--- config.mk ---
export PLATFORM = sky130hd
export DESIGN_NAME = uart_row_writer
export DESIGN_NICKNAME = d
export VERILOG_FILES = /design/src/rtl/uart2vga_pkg.sv /design/src/rtl/uart_row_writer.sv
export SDC_FILE = /design/constraint.sdc
export NUM_CORES = 2
export LEC_CHECK = 0
export ABC_AREA = 1
export BUFFER_PORTS_ARGS = -buffer_cell sky130_fd_sc_hd__buf_2
export CORE_AREA = 8 8 763 765
export CTS_BUF_LIST = sky130_fd_sc_hd__clkbuf_8
export DETAILED_ROUTE_END_ITERATION = 8
export DIE_AREA = 0 0 771 773
export GPL_TIMING_DRIVEN = 0
export HOLD_SLACK_MARGIN = 0.06
export PLACE_DENSITY = 0.44
export SLEW_MARGIN = 40
export SYNTH_ARGS = -nofsm -noshare
export SYNTH_HDL_FRONTEND = slang
export SYNTH_SLANG_ARGS = --single-unit
--- constraint.sdc ---
create_clock -name clk -period 4.45 [get_ports clk]
set_clock_uncertainty 0.05 [all_clocks]
set_input_delay 0.2225 -clock clk [delete_from_list [all_inputs] [get_ports clk]]
set_output_delay 0.2225 -clock clk [all_outputs]
set_load 0.01 [all_outputs]
--- src/rtl/uart2vga_pkg.sv ---
// Shared definitions for the UART-to-VGA frame path: geometry defaults and
// the row-writer state encoding.
// Latency: n/a. Backpressure: n/a.
package uart2vga_pkg;

  localparam int DEF_WIGHT  = 640;  // pixels per row
  localparam int DEF_HEIGHT = 480;  // rows per frame
  localparam int DEF_PIX_W  = 3;    // bits per pixel (palette index)
  localparam int DEF_ADDR_W = 19;   // frame-RAM address width

  typedef enum logic [1:0] {
    IDLE  = 2'd0,
    WRITE = 2'd1,
    DONE  = 2'd2
  } row_state_t;

endpackage

--- src/rtl/uart_row_writer.sv ---
// Writes one received pixel row into the frame RAM, one pixel per cycle.
// Latency: first write the cycle after acceptance; Wight writes, one DONE
//   cycle, ready again Wight+2 cycles after acceptance.
// Backpressure: row_ready is high only in IDLE; a row offered while busy is
//   dropped and flagged in err_overrun; out-of-range rows set err_range.
// Ports:
//   clk, rst_n             clock, async active-low reset
//   row_valid/idx/data     one-cycle row strobe, target row, packed pixels
//   row_ready              row can be accepted
//   ram_addr/data/we       frame-RAM write port (addr/data zero when idle)
//   row_done, frame_done   end-of-row pulse, end-of-frame pulse (same cycle)
//   err_range, err_overrun sticky error flags, cleared only by reset
module uart_row_writer
  import uart2vga_pkg::*;
#(
  parameter int Wight  = DEF_WIGHT,
  parameter int Height = DEF_HEIGHT,
  parameter int PIX_W  = DEF_PIX_W,
  parameter int ADDR_W = DEF_ADDR_W
) (
  input  logic                     clk,
  input  logic                     rst_n,
  input  logic                     row_valid,
  input  logic [8:0]               row_idx,
  input  logic [PIX_W*Wight-1:0]   row_data,
  output logic                     row_ready,
  output logic [ADDR_W-1:0]        ram_addr,
  output logic [PIX_W-1:0]         ram_data,
  output logic                     ram_we,
  output logic                     row_done,
  output logic                     frame_done,
  output logic                     err_range,
  output logic                     err_overrun
);

  localparam int ROW_BITS = PIX_W * Wight;
  localparam int CNT_W    = $clog2(Wight);
  localparam logic [CNT_W-1:0] CNT_LAST = CNT_W'(Wight - 1);

  row_state_t            state, state_nxt;
  logic [ROW_BITS-1:0]   shift_q, shift_nxt;
  logic [CNT_W-1:0]      cnt_q, cnt_nxt;
  logic [ADDR_W-1:0]     base_q, base_nxt;
  logic                  last_q, last_nxt;

  logic                  ready_nxt, we_nxt, done_nxt, fdone_nxt;
  logic                  range_nxt, over_nxt;
  logic [ADDR_W-1:0]     addr_nxt;
  logic [PIX_W-1:0]      data_nxt;

  logic                  idx_in_range;
  logic                  idx_is_last;
  logic [ADDR_W-1:0]     idx_base;

  assign idx_in_range = (32'(row_idx) < 32'(Height));
  assign idx_is_last  = (32'(row_idx) == 32'(Height - 1));
  assign idx_base     = ADDR_W'(row_idx) * ADDR_W'(Wight);

  // All outputs are registered: the comb block computes their values for the
  // state being entered, so the write port reflects the current WRITE slot.
  always_comb begin
    state_nxt = state;
    shift_nxt = shift_q;
    cnt_nxt   = cnt_q;
    base_nxt  = base_q;
    last_nxt  = last_q;
    we_nxt    = 1'b0;
    addr_nxt  = '0;
    data_nxt  = '0;
    done_nxt  = 1'b0;
    fdone_nxt = 1'b0;
    range_nxt = err_range;
    over_nxt  = err_overrun;

    case (state)
      IDLE: begin
        if (row_valid) begin
          if (idx_in_range) begin
            // Pixel 0 goes out immediately; the rest waits in the shifter.
            state_nxt = WRITE;
            shift_nxt = row_data >> PIX_W;
            cnt_nxt   = '0;
            base_nxt  = idx_base;
            last_nxt  = idx_is_last;
            we_nxt    = 1'b1;
            addr_nxt  = idx_base;
            data_nxt  = row_data[PIX_W-1:0];
          end else begin
            range_nxt = 1'b1;
          end
        end
      end
      WRITE: begin
        if (row_valid) over_nxt = 1'b1;
        if (cnt_q == CNT_LAST) begin
          state_nxt = DONE;
          done_nxt  = 1'b1;
          fdone_nxt = last_q;
        end else begin
          cnt_nxt   = cnt_q + CNT_W'(1);
          we_nxt    = 1'b1;
          addr_nxt  = base_q + ADDR_W'(cnt_nxt);
          data_nxt  = shift_q[PIX_W-1:0];
          shift_nxt = shift_q >> PIX_W;
        end
      end
      DONE: begin
        if (row_valid) over_nxt = 1'b1;
        state_nxt = IDLE;
      end
      default: state_nxt = IDLE;
    endcase

    ready_nxt = (state_nxt == IDLE);
  end

  always_ff @(posedge clk or negedge rst_n) begin
    if (!rst_n) begin
      state       <= IDLE;
      shift_q     <= '0;
      cnt_q       <= '0;
      base_q      <= '0;
      last_q      <= 1'b0;
      row_ready   <= 1'b1;
      ram_we      <= 1'b0;
      ram_addr    <= '0;
      ram_data    <= '0;
      row_done    <= 1'b0;
      frame_done  <= 1'b0;
      err_range   <= 1'b0;
      err_overrun <= 1'b0;
    end else begin
      state       <= state_nxt;
      shift_q     <= shift_nxt;
      cnt_q       <= cnt_nxt;
      base_q      <= base_nxt;
      last_q      <= last_nxt;
      row_ready   <= ready_nxt;
      ram_we      <= we_nxt;
      ram_addr    <= addr_nxt;
      ram_data    <= data_nxt;
      row_done    <= done_nxt;
      frame_done  <= fdone_nxt;
      err_range   <= range_nxt;
      err_overrun <= over_nxt;
    end
  end

endmodule

* After elaboration in Yosys (flattened, before gate mapping)
Index checks and enable logic that the tools add are counted.
** Storage, ports and cells
- Input port bits :: 1932
- Logic and storage cells :: 61
- Flip-flop bits (word level) :: 1973
** Cells by class
- Muxes and demuxes :: 28
- Eq/ne operators :: 7
- Bitwise gates (word level) :: 1
- Reduce and logical (&&, ||, !) cells :: 8
- $lt $le $gt $ge :: 1
- Add/sub/neg operators :: 2
- $mul :: 1
** Operators with widths (count)
- $mux 1920 :: 3
- $pmux 1920 s2 :: 1
- $mux 19 :: 3
- $pmux 19 s2 :: 1
- $mux 10 :: 3
- $pmux 10 s2 :: 1
- $add 19x10->19 :: 1
- $mul 9x3->12 const B :: 1
- $add 10x1->10 const B :: 1
- $eq 10x10->1 const B :: 1
- $eq 9x9->1 const B :: 1
- $lt 9x9->1 const B :: 1
- $mux 3 :: 3
- $mux 1 :: 7
- $mux 2 :: 3
- $ne 2x2->1 const B :: 3
- $pmux 3 s2 :: 1
- $reduce_and 3->1 :: 2
- $logic_not 2->1 :: 2
- $pmux 2 s2 :: 1
- $reduce_and 4->1 :: 1
- $eq 2x1->1 const B :: 1
- $eq 2x2->1 const B :: 1
- $pmux 1 s2 :: 1
- 4 further kinds :: 4

* Logic depth before layout (Yosys ltp)
- Depth after elaboration :: 5
- Depth in mapped cells :: 18
- Mapped depth without buffers :: 18

* Worst setup path before layout
OpenSTA, ideal clock, no wires.
- Kind :: register -> register
- Start point :: reg cnt_q[0]
- End point :: reg ram_addr[17]
- Data required time :: 4.280 ns
- Cell stages (with the launch flop) :: 17
- Path buffers :: 0
- Data arrival time :: 2.075 ns
- Library setup time :: 0.120 ns
- Setup slack :: 2.205 ns
- Cell sequence :: dfrtp_1 ha_1 nand2_1 inv_1 nand2_1 nor2_1 o21ai_0 inv_1 fa_1 inv_1 nand2_1 nand2_1 nand3_1 nor2_1 nor2_1 nand2_1 nand2_1
** On the way
- Cells in the longest elaborated chain, start to end :: 4
** Ends and longest elaborated chain
- from (decl) :: RTL line uart_row_writer.sv:42 : logic [CNT_W-1:0] cnt_q, cnt_nxt;
- from (signal assigned) :: RTL line uart_row_writer.sv:135 : cnt_q <= cnt_nxt;
- $add 10x1->10 :: RTL line uart_row_writer.sv:100 : cnt_nxt = cnt_q + CNT_W'(1);
- $add 19x10->19 :: RTL line uart_row_writer.sv:102 : addr_nxt = base_q + ADDR_W'(cnt_nxt);
- $mux 19 * :: RTL line uart_row_writer.sv:95 : if (cnt_q == CNT_LAST) begin
- $pmux 19 s2 * :: RTL line uart_row_writer.sv:75 : case (state)
- net addr_nxt[17] :: RTL line uart_row_writer.sv:48 : logic [ADDR_W-1:0] addr_nxt;
- to (signal assigned) :: RTL line uart_row_writer.sv:140 : ram_addr <= addr_nxt;
- to (decl) :: RTL line uart_row_writer.sv:27 : output logic [ADDR_W-1:0] ram_addr,
Mark *: on every way through the listed nets, which the timed path passes. The rest lies on a longest branch.
A chain may end at the register's enable or synchronous reset.

* Final worst setup path
- Start point :: in row_idx[5]
- End point :: reg shift_q[641]
** On the way
- Cells in the longest elaborated chain, start to end :: 3
** Ends and longest elaborated chain
- from (decl) :: RTL line uart_row_writer.sv:24 : input logic [8:0] row_idx,
- $lt 9x9->1 :: RTL line uart_row_writer.sv:55 : assign idx_in_range = (32'(row_idx) < 32'(Height));
- $ne 2x2->1 (no line)
- $reduce_and 4->1 (no line)
- to (signal assigned) :: RTL line uart_row_writer.sv:134 : shift_q <= shift_nxt;
- to (decl) :: RTL line uart_row_writer.sv:41 : logic [ROW_BITS-1:0] shift_q, shift_nxt;
Every way passes these cells.

==> metrics.csv <==
metric,value,unit
drtIter0Drc,9635,
stdcell_area,169600,µm²
end_kind,register,
clock_sinks,1970,
tritoncts.num_buffers,394,
required,5400,ps
finalMaxSlewViolations,0,
initial_util,0.1782,
detail_route.vias_per_cell,4.228,
synth-seq-cells,1970,
layout_overhead_on_the_synthesized_area,66.84,%
core,570400,µm²
top_level_ports,1960,
clock-root-buffer,sky130_fd_sc_hd__clkbuf_8,
timing_worst_slew_pin_value,955.5,ps
antenna_violation_net_count_after_detailed_routing,0,
finalPower,99.42,mW
timing.max_cap.violations,0,
post-dp-hpwl,399.5,mm
clock_path_buffers,4,
critical_path.reg2reg.startpoint,cnt_q[0],
crit_path_start_kind,input port,
postRouteWirelength,555.4,mm
timing_worst_setup_path_type,in2reg,
period_minus_slack,4413,ps
grt_max_degree,91,
remaining_drc_errors,0,
design.die.area,596000,µm²
die_x,771,µm
number_of_antenna_violations_at_the_first_check_in_global_routing,322,
gp_congestion,0.9575,
final_layout_size_suffix_gt1_frac,0.1426,
r2r.worst_path.cells,11,
postCtsSetupBuffers,0,
synth_nets,16810,
crit_start,row_idx[5],
hold_start,row_data[1196],
clk_pin_slew,50,ps
p_leak,90.09,nW
grt.total_usage,0.1771,
whs_path_depth,6,
clock_insertion_delay_worst_skew,1120,ps
level_count_of_the_clock_h_tree,5,
final-seq-area,49300,µm²
critical_path_maximum_fanout,10,
fmaxAchievable,226.6,MHz
placement_rows,278,
fp.dieH,773,µm
design.final.nets,23070,
input_output_buffers,1959,
globalRouteOverflowTotal,0,
max-vdd-ir-drop,0.4300,mV
synthesis.yosys.warnings,0,
dr.pass1.iters,8,
distinct_cell_type_count_after_synthesis,28,
finalHoldViolCount,0,
rsz0062_at_grt,false,
worstHoldPathType,in2reg,
setup_viol,0,
via_count,123700,
yosysSeqAreaShare,0.4850,
netlist_area,101600,µm²
timing.reg2reg.setup_slack,610,ps
ys.flop_type,sky130_fd_sc_hd__dfrtp_1,
first_global_vias,126000,
run_status,completed,
p_per_area,586.3,nW/µm²
postSynth.asyncResetShare,1.000,
postSynthAreaPerCell,6.841,µm²
multiInputGateArea,46970,µm²
fillers,61460,
grt_pass1_wl,814.6,mm
tritoncts,built,
period_share,0.9917,
synth-edff-count,0,
detailed_place.area,121900,µm²
synth_cells,14860,
max-slew-margin-rel,0.3615,
timing.critical_path.arrival,5360,ps
drt-wirelength-per-cell,18.98,µm
area by class of cell:
cell class | instances | share of cell area
Antenna cell | 295 | 0.004353
Clock inverter | 204 | 0.007644
Buffer | 1069 | 0.03128
Timing Repair Buffer | 5858 | 0.2925
Clock buffer | 489 | 0.03969
Sequential cell | 1970 | 0.2907
Multi-Input combinational cell | 11770 | 0.2770
Inverter | 48 | 0.001062
Tap cell | 7560 | 0.05578
placed cells by master (no fill, tap or decap), types with 3 or more instances in the layout:
master                          count
sky130_fd_sc_hd__nand2_1         9719
sky130_fd_sc_hd__dlygate4sd3_1   3854
sky130_fd_sc_hd__buf_2           2276
sky130_fd_sc_hd__dfrtp_1         1969
sky130_fd_sc_hd__nand3_1         1953
sky130_fd_sc_hd__clkbuf_1         516
sky130_fd_sc_hd__clkbuf_8         489
sky130_fd_sc_hd__diode_2          295
sky130_fd_sc_hd__inv_1            187
sky130_fd_sc_hd__buf_6             94
sky130_fd_sc_hd__buf_1             67
sky130_fd_sc_hd__buf_16            41
sky130_fd_sc_hd__clkbuf_2          36
sky130_fd_sc_hd__buf_4             34
sky130_fd_sc_hd__nor2_1            30
sky130_fd_sc_hd__clkinv_2          30
sky130_fd_sc_hd__ha_1              20
sky130_fd_sc_hd__o21ai_0           14
sky130_fd_sc_hd__a21oi_1            8
sky130_fd_sc_hd__bufinv_16          7
sky130_fd_sc_hd__inv_12             6
sky130_fd_sc_hd__inv_16             5
sky130_fd_sc_hd__inv_6              5
sky130_fd_sc_hd__nor3_1             4
sky130_fd_sc_hd__xor2_1             4
sky130_fd_sc_hd__clkbuf_4           4
sky130_fd_sc_hd__inv_8              4
sky130_fd_sc_hd__nand4_1            3
sky130_fd_sc_hd__clkinv_8           3
worst max-delay path: stages:
cell	delay, ps
sky130_fd_sc_hd__dlygate4sd3_1	620
sky130_fd_sc_hd__buf_2	190
sky130_fd_sc_hd__dlygate4sd3_1	560
sky130_fd_sc_hd__nand2_1	90
sky130_fd_sc_hd__dlygate4sd3_1	610
sky130_fd_sc_hd__nor2_1	130
sky130_fd_sc_hd__nand2_1	100
sky130_fd_sc_hd__nand2_1	110
sky130_fd_sc_hd__nor2_4	520
sky130_fd_sc_hd__buf_6	550
sky130_fd_sc_hd__buf_2	520
sky130_fd_sc_hd__buf_2	320
sky130_fd_sc_hd__nand3_2	490
sky130_fd_sc_hd__nand2_1	210
registers in the layout, summed over array words and instances, names as in the netlist:
register,cells
frame_done,1
last_q,1
shift_q,1917
cnt_q,10
base_q,12
row_ready,1
err_range,1
err_overrun,1
ram_data,3
ram_addr,19
row_done,1
state,2
ram_we,1
through the flow:
| step | hold WS (ps) | setup WS, ps | TNS [ps] | utilization | std cells |
|---|---|---|---|---|---|
| 4_1_cts | 63.20 | 14.49 | 0 | 0.2959 | 28970 |
| 6_report | 213.8 | 36.81 | 0 | 0.2973 | 29270 |
| 2_1_floorplan | -123.1 | 2205 | 0 | - | 14860 |
| 3_5_place_dp | 135.7 | -337.8 | -26150 | 0.2136 | 24410 |
| 3_3_place_gp | 381.9 | -48520 | - | 0.2120 | 24380 |
| 5_1_grt | 110.0 | 55.55 | 0 | 0.2969 | 29170 |
where the power goes:
part / switching, mW / internal [mW]
clock network: 9.26 / 10.4
logic: 31.9 / 17.2
registers: 4.33 / 26.4
path summary, 6_finish.rpt:
path / end
setup / recovery: shift_q[641]
hold / removal: shift_q[1193]
setup reg to reg: shift_q[641]
hold reg to reg: err_overrun
max in group asynchronous: shift_q[1899]
min in group asynchronous: shift_q[1539]
repair_timing:
item / CTS / global route
gates resized for setup: 0 / 2
hold buffers: 3866 / 0
endpoints found under the hold margin: 2445 / 0
setup endpoints to repair: 0 / 82
Yosys cell counts (2+ instances only):
library cell / number / area, µm²
sky130_fd_sc_hd__nor2_4: 2 / 22.52
sky130_fd_sc_hd__clkbuf_1: 556 / 2087
sky130_fd_sc_hd__buf_2: 324 / 1622
sky130_fd_sc_hd__nand4_1: 3 / 18.77
sky130_fd_sc_hd__buf_6: 92 / 1036
sky130_fd_sc_hd__nand3_1: 1955 / 9784
sky130_fd_sc_hd__o21ai_0: 15 / 75.07
sky130_fd_sc_hd__nand2_4: 2 / 22.52
sky130_fd_sc_hd__nand2_1: 9719 / 36480
sky130_fd_sc_hd__inv_1: 47 / 176.4
sky130_fd_sc_hd__nor2_1: 30 / 112.6
sky130_fd_sc_hd__buf_4: 28 / 210.2
sky130_fd_sc_hd__buf_1: 69 / 259.0
sky130_fd_sc_hd__nor3_1: 4 / 20.02
sky130_fd_sc_hd__a21o_1: 2 / 15.01
sky130_fd_sc_hd__fa_1: 2 / 40.04
sky130_fd_sc_hd__xor2_1: 4 / 35.03
sky130_fd_sc_hd__dfrtp_1: 1969 / 49270
sky130_fd_sc_hd__a21oi_1: 8 / 40.04
sky130_fd_sc_hd__ha_1: 20 / 250.2
per-layer routing:
layer  up-vias  global-route usage  part of all wire
li1      58940                   -                 -
met1     58390              0.2269              0.43
met2      4822              0.2874              0.45
met3      1488             0.03627             0.066
met4       108             0.07728             0.049
met5         -                   0            0.0012
logic make-up after synthesis:
kind of cell    share of synthesized area
simple gates                       0.4572
flops                              0.4850
buf+inv                           0.05306
compound gates                   0.001539
fa+ha+maj                        0.002856
xor+xnor                        0.0003446
(Power assumes the default switching activity.)
